[config.mk]
export PLATFORM = sky130hd
export DESIGN_NAME = uart_axis_scheduler
export DESIGN_NICKNAME = d
export VERILOG_FILES = /design/src/rtl/uart_sched_pkg.sv /design/src/rtl/dec_digit_extractor.sv /design/src/rtl/uart_axis_scheduler.sv
export SDC_FILE = /design/constraint.sdc
export NUM_CORES = 1
export LEC_CHECK = 0
export ABC_CLOCK_PERIOD_IN_PS = 7200
export BUFFER_PORTS_ARGS = -buffer_cell sky130_fd_sc_hd__buf_2
export CAP_MARGIN = 20
export CORE_ASPECT_RATIO = 1.75
export CORE_MARGIN = 4
export CORE_UTILIZATION = 40
export DETAILED_ROUTE_END_ITERATION = 16
export HOLD_SLACK_MARGIN = 0.03
export PLACE_DENSITY = 0.65
export SLEW_MARGIN = 20
export SYNTH_ARGS = -nofsm -noshare
export SYNTH_HDL_FRONTEND = slang
export SYNTH_HIERARCHICAL = 1
export SYNTH_SLANG_ARGS = --single-unit
[constraint.sdc]
create_clock -name clk -period 7.2 [get_ports clk]
set_input_delay 1.44 -clock clk [delete_from_list [all_inputs] [get_ports clk]]
set_output_delay 1.44 -clock clk [all_outputs]
set_load 0.1 [all_outputs]
[src/rtl/uart_sched_pkg.sv]
// Shared types and constants for the UART axis frame scheduler: FSM states,
// ASCII codes of the frame characters and the decimal weight table.
package uart_sched_pkg;

  typedef enum logic [3:0] {
    ST_IDLE,
    ST_SNAP,
    ST_TAG,
    ST_SIGN,
    ST_CONV,
    ST_DIGIT,
    ST_SEP,
    ST_CR,
    ST_LF,
    ST_DONE
  } state_e;

  localparam logic [7:0] ASCII_X     = 8'h58;
  localparam logic [7:0] ASCII_Y     = 8'h59;
  localparam logic [7:0] ASCII_Z     = 8'h5A;
  localparam logic [7:0] ASCII_PLUS  = 8'h2B;
  localparam logic [7:0] ASCII_MINUS = 8'h2D;
  localparam logic [7:0] ASCII_SPACE = 8'h20;
  localparam logic [7:0] ASCII_ZERO  = 8'h30;
  localparam logic [7:0] ASCII_CR    = 8'h0D;
  localparam logic [7:0] ASCII_LF    = 8'h0A;

  localparam int FRAME_LEN  = 25;
  localparam int NUM_DIGITS = 5;

  // Entry k is the weight of digit k, most significant digit first.
  localparam logic [4:0][14:0] POW10 = {15'd1, 15'd10, 15'd100, 15'd1000, 15'd10000};

  function automatic logic [14:0] pow10(input logic [2:0] k);
    case (k)
      3'd0:    return POW10[0];
      3'd1:    return POW10[1];
      3'd2:    return POW10[2];
      3'd3:    return POW10[3];
      default: return POW10[4];
    endcase
  endfunction

endpackage

[src/rtl/dec_digit_extractor.sv]
// Extracts one decimal digit from a magnitude by repeated subtraction of the
// digit weight, one subtraction per cycle; done_o flags digit/remainder ready.
module dec_digit_extractor
  import uart_sched_pkg::*;
#(
  parameter int W = 15
) (
  input  logic         clk,
  input  logic         reset,
  input  logic         start_i,
  input  logic [W-1:0] mag_i,
  input  logic [2:0]   idx_i,
  output logic [3:0]   digit_o,
  output logic [W-1:0] rem_o,
  output logic         done_o
);

  logic [W-1:0] rem_q;
  logic [W-1:0] pow_s;
  logic [3:0]   digit_q;
  logic [2:0]   idx_q;
  logic         run_q;
  logic         ge_s;

  always_comb begin
    pow_s = W'(pow10(idx_q));
    ge_s  = (rem_q >= pow_s);
  end

  always_ff @(posedge clk) begin
    if (!reset) begin
      rem_q   <= {W{1'b0}};
      digit_q <= 4'd0;
      idx_q   <= 3'd0;
      run_q   <= 1'b0;
    end else if (start_i) begin
      rem_q   <= mag_i;
      digit_q <= 4'd0;
      idx_q   <= idx_i;
      run_q   <= 1'b1;
    end else if (run_q && ge_s) begin
      rem_q   <= rem_q - pow_s;
      digit_q <= digit_q + 4'd1;
    end else begin
      run_q   <= 1'b0;
    end
  end

  assign digit_o = digit_q;
  assign rem_o   = rem_q;
  assign done_o  = run_q & ~ge_s;

endmodule

[src/rtl/uart_axis_scheduler.sv]
// Periodically snapshots X/Y/Z and streams "X+ddddd Y+ddddd Z+ddddd\r\n" over valid/ready.
// Define UART_SCHED_OVERRUN_CNT_EN to add the saturating dropped-tick counter output overrun_cnt.
module uart_axis_scheduler
  import uart_sched_pkg::*;
#(
  parameter int PERIOD_CYCLES = 64000000,
  parameter int VALUE_W       = 15
) (
  input  logic               clk,
  input  logic               reset,
  input  logic [VALUE_W-1:0] value_X,
  input  logic [VALUE_W-1:0] value_Y,
  input  logic [VALUE_W-1:0] value_Z,
  output logic [7:0]         tx_data,
  output logic               tx_valid,
  input  logic               tx_ready,
  output logic               busy,
  output logic               frame_done
`ifdef UART_SCHED_OVERRUN_CNT_EN
  ,
  output logic [7:0]         overrun_cnt
`endif
);

  localparam int CNT_W = (PERIOD_CYCLES > 1) ? $clog2(PERIOD_CYCLES) : 1;

  logic [CNT_W-1:0]   cnt_q;
  logic [CNT_W-1:0]   cnt_d;
  logic               tick_s;
  state_e             state_q;
  logic [VALUE_W-1:0] snap_x_q;
  logic [VALUE_W-1:0] snap_y_q;
  logic [VALUE_W-1:0] snap_z_q;
  logic [VALUE_W-1:0] rem_q;
  logic [VALUE_W-1:0] cur_val_s;
  logic [VALUE_W-1:0] cur_mag_s;
  logic [VALUE_W-1:0] ext_rem_s;
  logic [3:0]         ext_digit_s;
  logic               ext_done_s;
  logic [1:0]         axis_q;
  logic [2:0]         dig_q;
  logic               start_q;
  logic [7:0]         tx_data_q;
  logic               tx_valid_q;
  logic               busy_q;
  logic               frame_done_q;
  logic               xfer_s;

  always_comb begin
    tick_s = (cnt_q == CNT_W'(PERIOD_CYCLES - 1));
    if (tick_s) begin
      cnt_d = {CNT_W{1'b0}};
    end else begin
      cnt_d = cnt_q + CNT_W'(1);
    end
  end

  always_ff @(posedge clk) begin
    if (!reset) begin
      cnt_q <= {CNT_W{1'b0}};
    end else begin
      cnt_q <= cnt_d;
    end
  end

  // Current axis sample and its magnitude; the most negative value maps onto itself.
  always_comb begin
    case (axis_q)
      2'd0:    cur_val_s = snap_x_q;
      2'd1:    cur_val_s = snap_y_q;
      default: cur_val_s = snap_z_q;
    endcase
    if (cur_val_s[VALUE_W-1]) begin
      cur_mag_s = ~cur_val_s + VALUE_W'(1);
    end else begin
      cur_mag_s = cur_val_s;
    end
  end

  assign xfer_s = tx_valid_q & tx_ready;

  dec_digit_extractor #(
    .W(VALUE_W)
  ) u_digit (
    .clk    (clk),
    .reset  (reset),
    .start_i(start_q),
    .mag_i  (rem_q),
    .idx_i  (dig_q),
    .digit_o(ext_digit_s),
    .rem_o  (ext_rem_s),
    .done_o (ext_done_s)
  );

  always_ff @(posedge clk) begin
    if (!reset) begin
      state_q      <= ST_IDLE;
      snap_x_q     <= {VALUE_W{1'b0}};
      snap_y_q     <= {VALUE_W{1'b0}};
      snap_z_q     <= {VALUE_W{1'b0}};
      rem_q        <= {VALUE_W{1'b0}};
      axis_q       <= 2'd0;
      dig_q        <= 3'd0;
      start_q      <= 1'b0;
      tx_data_q    <= 8'h00;
      tx_valid_q   <= 1'b0;
      busy_q       <= 1'b0;
      frame_done_q <= 1'b0;
    end else begin
      start_q      <= 1'b0;
      frame_done_q <= 1'b0;
      case (state_q)
        // DONE behaves like IDLE so a tick landing right after a frame is not lost.
        ST_IDLE, ST_DONE: begin
          state_q <= ST_IDLE;
          if (tick_s) begin
            snap_x_q <= value_X;
            snap_y_q <= value_Y;
            snap_z_q <= value_Z;
            axis_q   <= 2'd0;
            busy_q   <= 1'b1;
            state_q  <= ST_SNAP;
          end
        end
        ST_SNAP: begin
          tx_data_q  <= ASCII_X;
          tx_valid_q <= 1'b1;
          state_q    <= ST_TAG;
        end
        ST_TAG: begin
          if (xfer_s) begin
            tx_data_q <= cur_val_s[VALUE_W-1] ? ASCII_MINUS : ASCII_PLUS;
            rem_q     <= cur_mag_s;
            state_q   <= ST_SIGN;
          end
        end
        ST_SIGN: begin
          if (xfer_s) begin
            tx_valid_q <= 1'b0;
            start_q    <= 1'b1;
            dig_q      <= 3'd0;
            state_q    <= ST_CONV;
          end
        end
        ST_CONV: begin
          if (ext_done_s) begin
            tx_data_q  <= ASCII_ZERO + {4'b0000, ext_digit_s};
            tx_valid_q <= 1'b1;
            rem_q      <= ext_rem_s;
            state_q    <= ST_DIGIT;
          end
        end
        ST_DIGIT: begin
          if (xfer_s) begin
            if (dig_q != 3'(NUM_DIGITS - 1)) begin
              dig_q      <= dig_q + 3'd1;
              tx_valid_q <= 1'b0;
              start_q    <= 1'b1;
              state_q    <= ST_CONV;
            end else if (axis_q != 2'd2) begin
              tx_data_q <= ASCII_SPACE;
              state_q   <= ST_SEP;
            end else begin
              tx_data_q <= ASCII_CR;
              state_q   <= ST_CR;
            end
          end
        end
        ST_SEP: begin
          if (xfer_s) begin
            tx_data_q <= (axis_q == 2'd0) ? ASCII_Y : ASCII_Z;
            axis_q    <= axis_q + 2'd1;
            state_q   <= ST_TAG;
          end
        end
        ST_CR: begin
          if (xfer_s) begin
            tx_data_q <= ASCII_LF;
            state_q   <= ST_LF;
          end
        end
        ST_LF: begin
          if (xfer_s) begin
            tx_data_q    <= 8'h00;
            tx_valid_q   <= 1'b0;
            busy_q       <= 1'b0;
            frame_done_q <= 1'b1;
            state_q      <= ST_DONE;
          end
        end
        default: begin
          tx_valid_q <= 1'b0;
          busy_q     <= 1'b0;
          state_q    <= ST_IDLE;
        end
      endcase
    end
  end

`ifdef UART_SCHED_OVERRUN_CNT_EN
  logic [7:0] overrun_q;

  always_ff @(posedge clk) begin
    if (!reset) begin
      overrun_q <= 8'd0;
    end else if (tick_s && busy_q && (overrun_q != 8'hFF)) begin
      overrun_q <= overrun_q + 8'd1;
    end
  end

  assign overrun_cnt = overrun_q;
`endif

  assign tx_data    = tx_data_q;
  assign tx_valid   = tx_valid_q;
  assign busy       = busy_q;
  assign frame_done = frame_done_q;

endmodule

==> impl_metrics.env, run 1 <==
export IMPL_fin_crit_ns=4.17
export IMPL_outcome="finished clean"
export IMPL_ir_worst_vdd_mv=0.176
export IMPL_cts_sinks=129
export IMPL_final_common_cell="dfxtp_1"
export IMPL_min_from="tx_data[4]$_SDFFE_PN0P_"
export IMPL_syn_instance_count=826
export IMPL_htreeDepth=4
export IMPL_routed_wl_um=16900
export IMPL_reg2reg_setup_slack_ns=3.03
export IMPL_yosysSeqAreaShare_pct=36.7
export IMPL_fin_crit_sh_pct=57.9
export IMPL_synth_edf_count=0
export IMPL_placeableCoreArea_um2=17400
export IMPL_hold_depth=2
export IMPL_cp_max_fo=24
export IMPL_path_clk_slew_ns=0.06
export IMPL_num_vias=5932
export IMPL_fin_nets=925
export IMPL_hpwl_um=12300
export IMPL_report_final_hold_viol_count=0
export IMPL_die_w_um=108
export IMPL_gr_usage_met2_pct=33.5
export IMPL_rows=64
export IMPL_grt_max_degree=57
export IMPL_r2r_cells=11
export IMPL_cts_root_buf="clkbuf_16"
export IMPL_grt_busiest_layer="met2"
export IMPL_cts_setup_buffers=0
export IMPL_postCtsHoldBufs=0
export IMPL_dp_cells=1068
export IMPL_grtUsageTotal_pct=17.6
export IMPL_antenna_cells=0
export IMPL_setup_violations_final=0
export IMPL_clock_latency_ns=0.41
export IMPL_die_area_um2=19900
export IMPL_syn_avg_cell_area_um2=8.53
export IMPL_rsz0062_at_grt="no"
export IMPL_worst_hold_path_type="reg -> reg"
export IMPL_crit_start="u_digit/idx_q[0]$_SDFFE_PN0P_"
export IMPL_via_per_inst=5.39
export IMPL_first_iter_violations=228
export IMPL_cts_resized=0
export IMPL_cp_end_kind="flop"
export IMPL_final_setup_tns_ns=0
export IMPL_synthArstFlopShare_pct=0
export IMPL_place_gp_congestion=0.895
export IMPL_port_buffers=57
export IMPL_use_met3_pct=3.55
export IMPL_antenna_found_initial=0
export IMPL_wire_per_inst_um=15.3
export IMPL_drv_cap=0
export IMPL_die_h_um=184
export IMPL_finalClockSkew_ns=0.00763
export IMPL_io_pin_count=59
export IMPL_worst_pin_slew_ns=0.835
export IMPL_synth_seq_cells=129
export IMPL_synth_top_cell_by_area="dfxtp_1"
export IMPL_syn_nets=895
export IMPL_netlist_area_um2=7040
export IMPL_p_leak_nw=2.90
export IMPL_finish_utilization_pct=45.6
export IMPL_fill_cells=1720
export IMPL_numCtsBuffers=17
export IMPL_grt_first_pass_wirelength_um=28400
export IMPL_start_kind="flop"
export IMPL_area_growth_pct=12.6
export IMPL_grt_pass1_vias=5912
export IMPL_required_ns=7.51
export IMPL_synthTopCellsByArea="dfxtp_1 37%, mux2i_1 9.1%, nor2_1 6.1%"
export IMPL_synth_ff_type="dfxtp_1"
export IMPL_drt_first_pass_iters=6
export IMPL_worstHoldEndpoint="tx_data[4]$_SDFFE_PN0P_"
export IMPL_power_w=0.00161
export IMPL_max_clock_path_buffers=2
export IMPL_arrival_ns=4.47
export IMPL_r2r_end="rem_q[13]$_SDFFE_PN0P_"
export IMPL_grt_met1_usage_pct=18.7
export IMPL_initial_core_util_pct=40.5
export IMPL_criticalPathCategory="reg -> reg"
export IMPL_post_route_cells_drive_above_1_share_pct=13.1
export IMPL_ys_warn_count=6
export IMPL_final_cells=1100
export IMPL_drc=0
export IMPL_fmax_ghz=0.240
export IMPL_stdcell_area_um2=7930
export IMPL_yosys_cell_types_count=74
export IMPL_mostFrequentLayoutCells="129 x dfxtp_1, 114 x nor2_1, 66 x nand2_1, 64 x mux2i_1, 57 x buf_2"
export IMPL_p_per_area_nw_per_um2=204
export IMPL_overflow=0
export IMPL_reg2reg_from="u_digit/idx_q[0]$_SDFFE_PN0P_"
export IMPL_ant_nets=0
export IMPL_synth_top_area_share_pct=36.7
export IMPL_cts_tree="built"
export IMPL_max_slew_margin_rel_pct=44.2
export IMPL_slew_violations=0
export IMPL_placed_area_um2=7370
power by group:
part / total (W) / switching, W / leakage (nW) / internal, W
Sequential: 0.000727 / 0.00000862 / 1.04 / 0.000719
Clock: 0.000808 / 0.000325 / 0.261 / 0.000482
Combinational: 0.0000795 / 0.0000519 / 1.60 / 0.0000276
Total: 0.00161 / 0.000386 / 2.90 / 0.00123
kinds of logic (layout without fill, tap and decap cells):
| family | count (synthesis) | in the layout | synth area share, % |
|---|---|---|---|
| flip-flops | 129 | 129 | 36.7 |
| AO/OA/AOI/OAI | 178 | 178 | 17.3 |
| multiplexers | 64 | 64 | 9.09 |
| XOR/XNOR | 48 | 48 | 5.97 |
| other | 1 | 1 | 0.0532 |
| buffers and inverters | 75 | 118 | 5.42 |
| adder cells (fa/ha/maj) | 21 | 21 | 3.84 |
| AND/OR/NAND/NOR | 310 | 310 | 21.7 |
stage by stage:
| stage | hold WS, ns | setup WS (ns) |
|---|---|---|
| 2_1_floorplan | 0.430 | 3.80 |
| 3_3_place_gp | 0.443 | 3.19 |
| 3_5_place_dp | 0.448 | 3.04 |
| 4_1_cts | 0.458 | 3.03 |
| 5_1_grt | 0.485 | 2.70 |
| 6_report | 0.457 | 3.03 |
layout make-up:
cell class / instances / area (µm²) / area share, %
flip-flops and latches: 129 / 2580 / 32.6
multi-input cells: 622 / 4080 / 51.5
clock inverters: 13 / 114 / 1.44
repair buffers: 64 / 338 / 4.26
well taps: 231 / 289 / 3.65
inverters: 22 / 82.6 / 1.04
clock buffers: 19 / 443 / 5.59
flip-flops by register name, summed over array words and instances, names as in the netlist, 2 cells and up:
signal	cells
u_digit/digit_o	4
dig_q	3
snap_y_q	15
cnt_q	26
snap_z_q	15
state_q	4
rem_q	15
u_digit/idx_q	3
u_digit/rem_o	15
snap_x_q	15
axis_q	2
tx_data	7
worst max-delay path by stage:
stage                              endpoint  slack (ns)  cells after the start
floorplan           state_q[1]$_SDFFE_PN0P_        3.80                     13
global placement     rem_q[13]$_SDFFE_PN0P_        3.19                     11
detailed placement   rem_q[13]$_SDFFE_PN0P_        3.04                     11
CTS                  rem_q[13]$_SDFFE_PN0P_        3.03                     11
global route         rem_q[13]$_SDFFE_PN0P_        2.70                     11
finish               rem_q[13]$_SDFFE_PN0P_        3.03                     11
layer usage:
layer | up-vias | share of wire, %
met5 | - | 0
met4 | 0 | 2.5
met3 | 31 | 3.2
met2 | 132 | 55
met1 | 2782 | 39
li1 | 2987 | -
worst max-delay path: stages, from the launching register on:
cell,delay (ns)
dfxtp_1,0.34
or3_1,0.48
ha_1,0.47
a2111oi_4,0.48
o21ai_2,0.13
a2111oi_4,0.56
nand2_1,0.13
nor2_1,0.40
nand2_1,0.16
nand2_1,0.53
o21ai_1,0.15
o221a_1,0.23
Yosys cell counts, types with 4 or more instances:
library cell,n
ha_1,20
buf_4,5
nand3_1,24
a31oi_1,15
xnor2_1,28
nand4_1,7
a211oi_1,11
o21ai_0,26
a22o_1,15
dfxtp_1,129
and4_1,4
or3_1,6
buf_2,8
and3_1,14
o211ai_1,4
a21oi_1,53
inv_1,22
a21o_1,7
xor2_1,20
nor4_1,5
nor3_1,21
nand2_1,66
clkbuf_1,30
nor2_1,114
nor2b_1,18
nand2b_1,7
mux2i_1,64
o21ai_1,6
buf_1,4
(Power assumes the default switching activity.)
==> inputs of run 2 (changes only) <==
--- a/config.mk
+++ b/config.mk
@@ -5,7 +5,7 @@
 export SDC_FILE = /design/constraint.sdc
 export NUM_CORES = 1
 export LEC_CHECK = 0
-export ABC_CLOCK_PERIOD_IN_PS = 7200
+export ABC_CLOCK_PERIOD_IN_PS = 3900
 export BUFFER_PORTS_ARGS = -buffer_cell sky130_fd_sc_hd__buf_2
 export CAP_MARGIN = 20
 export CORE_ASPECT_RATIO = 1.75
==> constraint.sdc (replaced) <==
create_clock -name clk -period 3.9 [get_ports clk]
set_input_delay 0.78 -clock clk [delete_from_list [all_inputs] [get_ports clk]]
set_output_delay 0.78 -clock clk [all_outputs]
set_load 0.1 [all_outputs]
==> impl_metrics.env, run 2 (same netlist as run 1, synthesis figures left out) <==
export IMPL_final_cells=1110
export IMPL_mostFrequentLayoutCells="129 x dfxtp_1, 114 x nor2_1, 66 x nand2_1, 64 x mux2i_1, 57 x buf_2"
export IMPL_post_route_cells_drive_above_1_share_pct=14.2
export IMPL_cp_max_fo=6
export IMPL_crit_slowest_cell="a2111oi_4"
export IMPL_finish_utilization_pct=46.5
export IMPL_numCtsBuffers=17
export IMPL_worst_pin_slew_ns=0.910
export IMPL_place_gp_congestion=0.871
export IMPL_hpwl_um=12700
export IMPL_drv_cap=0
export IMPL_crit_path_max_incr_delay_ns=0.50
export IMPL_largest_reg_flops=26
export IMPL_drc=0
export IMPL_p_sw_share_pct=23.6
export IMPL_placeableCoreArea_um2=17400
export IMPL_wire_per_inst_um=15.5
export IMPL_grt_first_pass_wirelength_um=29100
export IMPL_p_per_area_nw_per_um2=387
export IMPL_critical_path_buf_inv_count=1
export IMPL_p_leak_nw=2.99
export IMPL_cp_end_kind="flop"
export IMPL_htreeDepth=4
export IMPL_p_clk_share_pct=52.2
export IMPL_final_common_cell="dfxtp_1"
export IMPL_p_sw_w=0.000739
export IMPL_setup_violations_final=0
export IMPL_path_delay_family="compound AO/OA/AOI/OAI gates"
export IMPL_cts_tree="built"
export IMPL_rsz0062_at_grt="no"
export IMPL_fin_nets=935
export IMPL_fmax_ghz=0.273
export IMPL_max_flop_register="cnt_q"
export IMPL_die_area_um2=19900
export IMPL_internal_power_w=0.00239
export IMPL_dp_cells=1077
export IMPL_grt_max_degree=48
export IMPL_die_w_um=108
export IMPL_area_growth_pct=14.8
export IMPL_path_cells="or3_1 > ha_1 > a2111oi_4 > o21ai_2 > a2111oi_4 > nand2_1 > nor2_1 > buf_4 > o22ai_1 > nand2_1 > o31ai_1 > a2111oi_1 > o21a_1"
export IMPL_grt_pass1_vias=6027
export IMPL_port_buffers=57
export IMPL_outcome="finished clean"
export IMPL_max_clock_path_buffers=2
export IMPL_pwr_share_seq_pct=42.7
export IMPL_num_vias=5945
export IMPL_fin_crit_sh_pct=94.0
export IMPL_rows=64
export IMPL_slew_violations=0
export IMPL_antenna_found_initial=0
export IMPL_drt_first_pass_iters=5
export IMPL_postCtsHoldBufs=0
export IMPL_report_final_hold_viol_count=0
export IMPL_path_clk_slew_ns=0.06
export IMPL_arrival_ns=4.03
export IMPL_criticalPathCategory="reg -> reg"
export IMPL_start_kind="flop"
export IMPL_final_setup_tns_ns=0
export IMPL_io_pin_count=59
export IMPL_cts_root_buf="clkbuf_16"
export IMPL_power_w=0.00313
export IMPL_p_comb_share_pct=5.1
export IMPL_via_per_inst=5.36
export IMPL_antenna_cells=0
export IMPL_cts_sinks=129
export IMPL_max_slew_margin_rel_pct=39.3
export IMPL_required_ns=4.27
export IMPL_finalClockSkew_ns=0.00726
export IMPL_fin_crit_ns=3.67
export IMPL_worst_hold_path_type="reg -> reg"
export IMPL_first_iter_violations=264
export IMPL_grtUsageTotal_pct=18.2
export IMPL_ir_worst_vdd_mv=0.546
export IMPL_routed_wl_um=17300
export IMPL_die_h_um=184
export IMPL_clock_latency_ns=0.42
export IMPL_initial_core_util_pct=40.5
export IMPL_overflow=0
export IMPL_ant_nets=0
==> run 2: stage by stage <==
stage                     worst slack, ns  hold WS (ns)  area, µm²
after floorplan                     0.496         0.430       7040
after global placement              0.369         0.440       7460
after detailed placement            0.273         0.446       7460
after CTS                           0.177         0.456       8080
after global routing               0.0496         0.475       8080
final                               0.235         0.457       8080
==> run 2: what timing repair did <==
action,in CTS,in global routing
gates resized for setup,0,1
endpoints found under the hold margin,0,0
buffers inserted,0,1
setup endpoints to repair,0,1
==> run 2: final timing paths <==
kind              slack [ns]  cells after the start                      end                     startpoint
setup / recovery        0.23                     13  state_q[1]$_SDFFE_PN0P_  u_digit/idx_q[0]$_SDFFE_PN0P_
hold reg to reg         0.46                      2    rem_q[0]$_SDFFE_PN0P_          rem_q[0]$_SDFFE_PN0P_
setup reg to reg        0.23                     13  state_q[1]$_SDFFE_PN0P_  u_digit/idx_q[0]$_SDFFE_PN0P_
hold / removal          0.46                      2    rem_q[0]$_SDFFE_PN0P_          rem_q[0]$_SDFFE_PN0P_
==> run 2: worst reg2reg max path: cells and delay by family (launching register included) <==
kind	cells	cell delay, ns
buf+inv	1	0.16
fa+ha+maj	1	0.37
flops	1	0.35
simple gates	4	0.85
compound gates	7	1.88
==> run 2: layout make-up <==
type | instances | area (µm²)
repair buffers | 74 | 438
inverters | 22 | 82.6
clock inverters | 15 | 185
flip-flops and latches | 129 | 2580
well taps | 231 | 289
clock buffers | 17 | 425
multi-input cells | 622 | 4080
fillers | 1692 | 9290
==> run 2: power groups by stage <==
stage / registers (W) / logic, W / clock network (W)
CTS: 0.00134 / 0.000159 / 0.00167
global route: 0.00134 / 0.000175 / 0.00171
detailed placement: 0.00137 / 0.000158 / 0
global placement: 0.00137 / 0.000158 / 0
finish: 0.00134 / 0.000159 / 0.00164
floorplan: 0.00138 / 0.0000880 / 0
==> run 2: layer usage <==
metal / track usage (%) / share of wire (%) / wire (µm)
met1: 19.4 / 39 / 6730
met2: 34.5 / 55 / 9500
met3: 3.94 / 3.4 / 593
met4: 6.83 / 2.4 / 422
met5: 0 / 0 / 0
